===== config.mk =====
export PLATFORM = sky130hd
export DESIGN_NAME = multicycle_control
export DESIGN_NICKNAME = d
export VERILOG_FILES = /design/src/rtl/multicycle_control.sv
export SDC_FILE = /design/constraint.sdc
export NUM_CORES = 1
export LEC_CHECK = 0
export ABC_AREA = 1
export CAP_MARGIN = 40
export CELL_PAD_IN_SITES_DETAIL_PLACEMENT = 1
export CELL_PAD_IN_SITES_GLOBAL_PLACEMENT = 1
export CORE_MARGIN = 1
export CORE_UTILIZATION = 35
export CTS_BUF_LIST = sky130_fd_sc_hd__clkbuf_4 sky130_fd_sc_hd__clkbuf_8
export DETAILED_ROUTE_END_ITERATION = 10
export PLACE_DENSITY_LB_ADDON = 0.25
export REMOVE_ABC_BUFFERS = 1
export SYNTH_ARGS = -nofsm -noshare
export SYNTH_HDL_FRONTEND = slang
export SYNTH_SLANG_ARGS = --single-unit

===== constraint.sdc =====
create_clock -name clk -period 1.5 [get_ports clk]
set_clock_uncertainty 0.15 [all_clocks]
set_input_delay 0.3 -clock clk [delete_from_list [all_inputs] [get_ports clk]]
set_output_delay 0.3 -clock clk [all_outputs]
set_load 0.05 [all_outputs]

===== src/rtl/multicycle_control.sv =====
// multicycle_control: FETCH/DECODE/EXEC/MEM/WB sequencer for the 9-bit
// accumulator core. Handshakes with a variable-latency data memory and
// keeps a saturating retired-instruction count.
module multicycle_control #(
  parameter int             IW          = 9,
  parameter int             OPW         = 3,
  parameter int             ALUW        = 3,
  parameter int             CNTW        = 16,
  parameter int             MEM_TIMEOUT = 15,
  parameter logic [IW-1:0]  HALT_INSTR  = 9'b111_0_11111
) (
  input  logic            clk,
  input  logic            reset,
  input  logic            start,
  input  logic [IW-1:0]   instr,
  input  logic            r0_nz,
  input  logic            mem_ready,
  output logic            ir_load,
  output logic            pc_en,
  output logic            pc_clear,
  output logic            branch_taken,
  output logic [ALUW-1:0] alu_op,
  output logic            alu_src,
  output logic            reg_write,
  output logic            mem_read,
  output logic            mem_write,
  output logic            mem_to_reg,
  output logic            busy,
  output logic            done,
  output logic            mem_err,
  output logic [CNTW-1:0] retired,
  output logic [2:0]      state_o
);

  typedef enum logic [2:0] {
    S_IDLE = 3'd0, S_FETCH = 3'd1, S_DECODE = 3'd2, S_EXEC = 3'd3,
    S_MEM  = 3'd4, S_WB    = 3'd5, S_HALT   = 3'd6
  } state_t;

  // Timeout limit held as a 16-bit compare value; counter only runs in MEM.
  localparam int TLIM = (MEM_TIMEOUT > 0) ? MEM_TIMEOUT - 1 : 0;

  state_t          state, nxt;
  logic [IW-1:0]   ir;
  logic [15:0]     tcnt;
  logic [OPW-1:0]  opc;
  logic            mode, is_ldm, restart, tout;

  assign opc     = ir[IW-1 -: OPW];
  assign mode    = ir[IW-OPW-1];
  // Only LDM and STR ever reach MEM, so "not LDM" there means STR.
  assign is_ldm  = (opc == OPW'(5)) && !mode;
  assign restart = ((state == S_IDLE) || (state == S_HALT)) && start;
  // Fires on the MEM_TIMEOUT-th MEM cycle that still lacks mem_ready.
  assign tout    = (MEM_TIMEOUT != 0) && (tcnt == 16'(TLIM)) && !mem_ready;
  assign state_o = state;

  // Next-state and control decode; Moore on state/IR except the memory
  // completion pulse and branch_taken following r0_nz.
  always_comb begin
    nxt          = state;
    ir_load      = 1'b0;
    pc_en        = 1'b0;
    pc_clear     = 1'b0;
    branch_taken = 1'b0;
    alu_op       = '0;
    alu_src      = 1'b0;
    reg_write    = 1'b0;
    mem_read     = 1'b0;
    mem_write    = 1'b0;
    mem_to_reg   = 1'b0;
    busy         = 1'b0;
    done         = 1'b0;
    case (state)
      S_IDLE: begin
        if (start) begin
          pc_clear = !reset;
          nxt      = S_FETCH;
        end
      end
      S_FETCH: begin
        busy    = 1'b1;
        ir_load = 1'b1;
        nxt     = S_DECODE;
      end
      S_DECODE: begin
        busy = 1'b1;
        nxt  = (ir == HALT_INSTR) ? S_HALT : S_EXEC;
      end
      S_EXEC: begin
        busy = 1'b1;
        nxt  = S_WB;
        case (opc)
          OPW'(0): alu_op = ALUW'(0);
          OPW'(1): alu_op = ALUW'(1);
          OPW'(2): alu_op = ALUW'(2);
          OPW'(3): alu_op = ALUW'(3);
          OPW'(4): begin alu_op = ALUW'(4); alu_src = 1'b1; end
          OPW'(5): begin
            if (mode) alu_src = 1'b1;
            else      nxt     = S_MEM;
          end
          OPW'(6): nxt = S_MEM;
          OPW'(7): begin
            pc_en        = 1'b1;
            branch_taken = !mode || r0_nz;
            nxt          = S_FETCH;
          end
          default: begin
            // Wider opcode spaces: unknown opcodes retire as NOP.
            pc_en = 1'b1;
            nxt   = S_FETCH;
          end
        endcase
      end
      S_MEM: begin
        busy      = 1'b1;
        mem_read  = is_ldm;
        mem_write = !is_ldm;
        if (mem_ready) begin
          if (is_ldm) nxt = S_WB;
          else begin
            pc_en = 1'b1;
            nxt   = S_FETCH;
          end
        end else if (tout) begin
          nxt = S_HALT;
        end
      end
      S_WB: begin
        busy       = 1'b1;
        reg_write  = 1'b1;
        mem_to_reg = is_ldm;
        pc_en      = 1'b1;
        nxt        = S_FETCH;
      end
      S_HALT: begin
        done = 1'b1;
        if (start) begin
          pc_clear = !reset;
          nxt      = S_FETCH;
        end
      end
      default: nxt = S_IDLE;
    endcase
  end

  // State register.
  always_ff @(posedge clk or posedge reset) begin
    if (reset) state <= S_IDLE;
    else       state <= nxt;
  end

  // Internal IR captures the ROM word at the end of FETCH.
  always_ff @(posedge clk or posedge reset) begin
    if (reset)                 ir <= '0;
    else if (state == S_FETCH) ir <= instr;
  end

  // MEM wait counter: cleared on entry, counts cycles without mem_ready.
  always_ff @(posedge clk or posedge reset) begin
    if (reset)                                tcnt <= '0;
    else if (state != S_MEM && nxt == S_MEM)  tcnt <= '0;
    else if (state == S_MEM && !mem_ready)    tcnt <= tcnt + 16'd1;
  end

  // Retired count: one per pc_en pulse, saturating, cleared on (re)start.
  always_ff @(posedge clk or posedge reset) begin
    if (reset)                       retired <= '0;
    else if (restart)                retired <= '0;
    else if (pc_en && !(&retired))   retired <= retired + CNTW'(1);
  end

  // Sticky memory-timeout flag, cleared on (re)start.
  always_ff @(posedge clk or posedge reset) begin
    if (reset)                        mem_err <= 1'b0;
    else if (restart)                 mem_err <= 1'b0;
    else if (state == S_MEM && tout)  mem_err <= 1'b1;
  end

endmodule


==> results by group, run 1 <==
Clock network
  • Clock Sink Count: 45
  • CTS buffer count: 5
  • Clk root buf: clkbuf_8
  • Clock H-tree levels: 2
  • CTS max path bufs: 2

Placement
  • PortBufs: 47
  • Placer congestion estimate: 0.8443
  • Post-detail-place hpwl: 7744 um

Yosys
  • #FFs+latches synth: 45
  • Post-Synthesis Cells: 371
  • Synth top area share: 0.4171
  • Total number of yosys warnings: 0
  • Post-Syn Area: 0.002700 mm2
  • Yosys cell types: 27
  • Avg Cell Area, Syn: 7.278 um2
  • EDFF count, synth: 0
  • Sequential share of the synthesized area: 0.4171
  • Area contributors post-synth: dfrtp_1 42%, nand2_1 13%, nor2_1 8.2%
  • Synth area leader: dfrtp_1
  • FFs w/ async S/R, synth: 1.000
  • Top_reg_cell synth: dfrtp_1

Floorplan
  • Die H: 89.83 um
  • Initial Util: 0.3664
  • Die width: 89.83 um
  • Ports: 48
  • Row count: 31

Global route
  • Largest net degree at the start of global routing: 46
  • Initial antenna violation count: 0

Timing
  • Worst ep type: primary output
  • Worst endpoint, post-GRT repair: alu_src

Run status
  • Outcome: stopped before the end
  • Log Error: [ERROR DPL-0033] detailed placement checks failed during check placement.
  • Exit stage: global routing
## cells in the mapped netlist (4+ instances only)
library cell	number
nor3_1	13
nor2_1	59
inv_2	7
nor2_2	4
dfrtp_1	45
nand2_1	90
nand4_1	11
inv_1	40
nand3_1	42
xnor2_1	6
o21ai_0	11
xor2_1	16
## stage by stage
stage,instances,worst slack (ns),cell area (um2)
after floorplan,364,-1.239,2660
after detailed placement,600,-0.5827,4308
after CTS,627,-0.5554,4903
after global placement,600,-0.4397,4308
## logic make-up after synthesis
logic type / Yosys count / share of synthesized area
xor gates and xnor gates: 22 / 0.07136
buffers and inverters: 55 / 0.08249
and+or+nand+nor: 231 / 0.3837
DFF: 45 / 0.4171
AOI/OAI and AO/OA: 15 / 0.03151
adders and majority gates: 3 / 0.01390
## repair_timing
item	in CTS
cloned	2
hold buffers	0
setup endpoints to repair	63
buffers inserted	18
pin swaps	25
gates resized for setup	93
==> run 2, diff against run 1 <==
Settings changed: CELL_PAD_IN_SITES_DETAIL_PLACEMENT 1 to default, CELL_PAD_IN_SITES_GLOBAL_PLACEMENT 1 to default, CTS_BUF_LIST sky130_fd_sc_hd__clkbuf_4 sky130_fd_sc_hd__clkbuf_8 to default, PLACE_DENSITY_LB_ADDON 0.25 to 0.15.
Clock period 1.5 ns to 1.95 ns, I/O delays scaled along.
==> run 2 against run 1 <==
Effect of this change: the flow now finishes, with violations (setup timing); synthesized cell count did not move; area after synthesis unchanged.
==> results by group, run 2 <==
Global route
  • GRT overflow: 0
  • First-pass GRT wire length: 11760 um
  • Number of global-route vias before repair: 2568
  • Initial antenna violation count: 0
  • Largest net degree at the start of global routing: 46
  • All-layer global routing usage: 0.1787

Yosys
  • Area contributors post-synth: dfrtp_1 42%, nand2_1 13%, nor2_1 8.2%
  • EDFF count, synth: 0
  • Yosys cell types: 27
  • Total number of yosys warnings: 0
  • Most frequent cell after synthesis: nand2_1
  • Synth area leader: dfrtp_1
  • Post-Synthesis Cells: 371
  • Sequential share of the synthesized area: 0.4171
  • Top cells by count, synth: 90 x nand2_1, 59 x nor2_1, 45 x dfrtp_1
  • Compound-gate portion of the synthesized area: 0.03151
  • Largest family of logic cells by synthesized area: simple AND/OR/NAND/NOR gates
  • Synth Area in XOR/XNOR: 0.07136
  • FFs w/ async S/R, synth: 1.000
  • Synth top area share: 0.4171
  • #FFs+latches synth: 45
  • Top_reg_cell synth: dfrtp_1
  • Simple-gate portion of the synthesized area: 0.3837
  • Mux contribution to synthesized area: 0
  • Post-Syn Area: 0.002700 mm2
  • Adder-Cell Fraction of Synth Area: 0.01390
  • Avg Cell Area, Syn: 7.278 um2

Floorplan
  • Die H: 89.83 um
  • Ports: 48
  • Row count: 31
  • Die footprint: 0.008069 mm2
  • Initial Util: 0.3664
  • Die width: 89.83 um
  • CORE AREA: 0.007370 mm2

Power and ir drop
  • P_leak: 1.947 nW
  • Clock power frac: 0.153
  • Cell Pwr Density: 1223 mW/mm2
  • Combinational Power Share: 0.559
  • Worst-case vdd ir drop: 973.0 uV
  • Psw: 2.174 mW
  • Int Pwr: 2.726 mW
  • Sequential power share: 0.288
  • Sw frac: 0.4436
  • PnR Total Power: 4.900 mW

Clock network
  • CTS max path bufs: 2
  • TritonCTS clock tree: yes
  • Clock Sink Count: 45
  • Worst-Skew Late Latency: 0.30 ns
  • Clock H-tree levels: 2
  • CTS buffer count: 5
  • Clock slew at reported path FFs: 0.09 ns
  • # hold bufs at CTS: 0
  • Clk root buf: clkbuf_8

Cells and area
  • Filler cells: 700
  • Final Cell Area: 0.004006 mm2
  • Final std cells w/o fill: 564
  • Share of cells above drive strength 1: 0.2946
  • Area growth from synthesis to layout: 48.38%
  • Final #Nets: 481
  • Most frequent cells in the layout: 87 x nand2_1, 57 x buf_4, 50 x nor2_1, 43 x dfrtp_1, 41 x nand3_1
  • Post-layout util: 0.5436
  • Area occupied by multi-input gates: 0.001459 mm2
  • Antenna cells: 0
  • Register area: 0.001129 mm2
  • Biggest registers after layout: retired: 16 flops, tcnt: 16 flops, ir: 9 flops
  • Most common cell after layout, fill and taps aside: nand2_1

Worst setup path
  • Cells on worst reg2reg path: 9
  • WP data required: 1.41 ns
  • R2r setup slk: 0.10 ns
  • End of the critical path: alu_src
  • Kind of critical path: flip-flop to primary output
  • Setup crit start kind: flip-flop
  • Worst path arrival time: 1.51 ns
  • FF-to-FF Start: state_o[2]$_DFF_PP0_
  • FF-to-FF End: retired[10]$_DFFE_PP0P_
  • Critical Path Source: state_o[2]$_DFF_PP0_
  • CP Max Fanout: 5
  • Crit. End Element: primary output

Run status
  • Outcome: finished with violations
  • Failing checks: setup timing

Timing
  • Final WS setup: -0.1011 ns
  • Final period util: 1.052
  • Hold Violations, Final: 0
  • F_max: 487.5 MHz
  • Slew Limit Fails: 0
  • Final setup violating endpoints: 6
  • Worst-Margin Slew: 0.3823 ns
  • Hold WS: 0.3410 ns
  • Max-Slew Margin vs Limit: 0.7432
  • RSZ-0062 raised after global routing: true
  • Setup tns final: -0.2061 ns
  • Final min period: 2.051 ns

Drt
  • Final antenna-violating net count: 0
  • Via count: 2634
  • 1st-iter DRT viols: 97
  • Vias per inst: 4.670
  • Routed len/inst: 12.46 um
  • DRT Pass-1 Iters: 7
  • Routed WL: 7026 um
  • Drt drc: 0

Placement
  • Dpl cell area: 0.003625 mm2
  • Placed cell count: 539
  • Placer congestion estimate: 0.7895
  • Dpl ws: -0.1471 ns
  • Post-detail-place hpwl: 4985 um
  • PortBufs: 47

Min path
  • Worst hold path class: flip-flop to flip-flop

Job
  • Max-cap violations: 0
-- run 2: kinds of logic (layout without fill, tap and decap cells) --
group,count (synthesis),count (layout)
AO/OA/AOI/OAI,15,15
XOR/XNOR,22,22
AND/OR/NAND/NOR,231,231
adder cells (fa/ha/maj),3,3
flip-flops,45,45
buffers and inverters,55,149
-- run 2: worst max-delay path, cell delays in order, from the launching register on --
cell,delay [ns]
dfrtp_2,0.42
inv_2,0.08
nand2_4,0.05
nor2_4,0.14
inv_4,0.08
o31ai_4,0.16
buf_4,0.15
buf_12,0.13
-- run 2: area by class of cell --
| type | instances | area share |
|---|---|---|
| clock buffer | 7 | 0.02155 |
| clock inverter | 1 | 0.007495 |
| inverter | 48 | 0.04872 |
| multi-input combinational | 271 | 0.3641 |
| sequential | 45 | 0.2817 |
| tap | 99 | 0.03092 |
| timing repair buffer | 93 | 0.2455 |
-- run 2: power by group through the flow --
stage,Sequential [mW],Combinational (mW),Clock [mW]
global placement,1.41,2.35,0
CTS,1.40,2.57,0.764
global route,1.44,2.96,0.806
finish,1.41,2.74,0.750
floorplan,1.61,1.15,0
detailed placement,1.42,2.37,0
-- run 2: repair_timing --
action / CTS / global route
buffers inserted: 12 / 6
endpoints found under the setup margin: 10 / 32
cloned: 0 / 0
pin swaps: 6 / 3
resized for setup: 22 / 21
-- run 2: worst min path at each step --
stage                                  from           endpoint  slack, ns  cells past startpoint
final                     ir[4]$_DFFE_PP0P_  ir[4]$_DFFE_PP0P_       0.34                      2
after global routing      ir[0]$_DFFE_PP0P_  ir[0]$_DFFE_PP0P_       0.38                      2
after CTS                 ir[1]$_DFFE_PP0P_  ir[1]$_DFFE_PP0P_       0.34                      2
after detailed placement  ir[1]$_DFFE_PP0P_  ir[1]$_DFFE_PP0P_       0.32                      2
after global placement    ir[4]$_DFFE_PP0P_  ir[4]$_DFFE_PP0P_       0.32                      2
after floorplan           ir[0]$_DFFE_PP0P_  ir[0]$_DFFE_PP0P_       0.30                      2
-- run 2: metal layers --
metal	wire, um	GRT usage	vias up
li1	-	-	1352
met1	3235	0.2267	1234
met2	3499	0.3122	41
met3	197	0.03046	7
met4	94	0.04918	0
met5	0	0	-
Power figures use the tool's default switching activity.
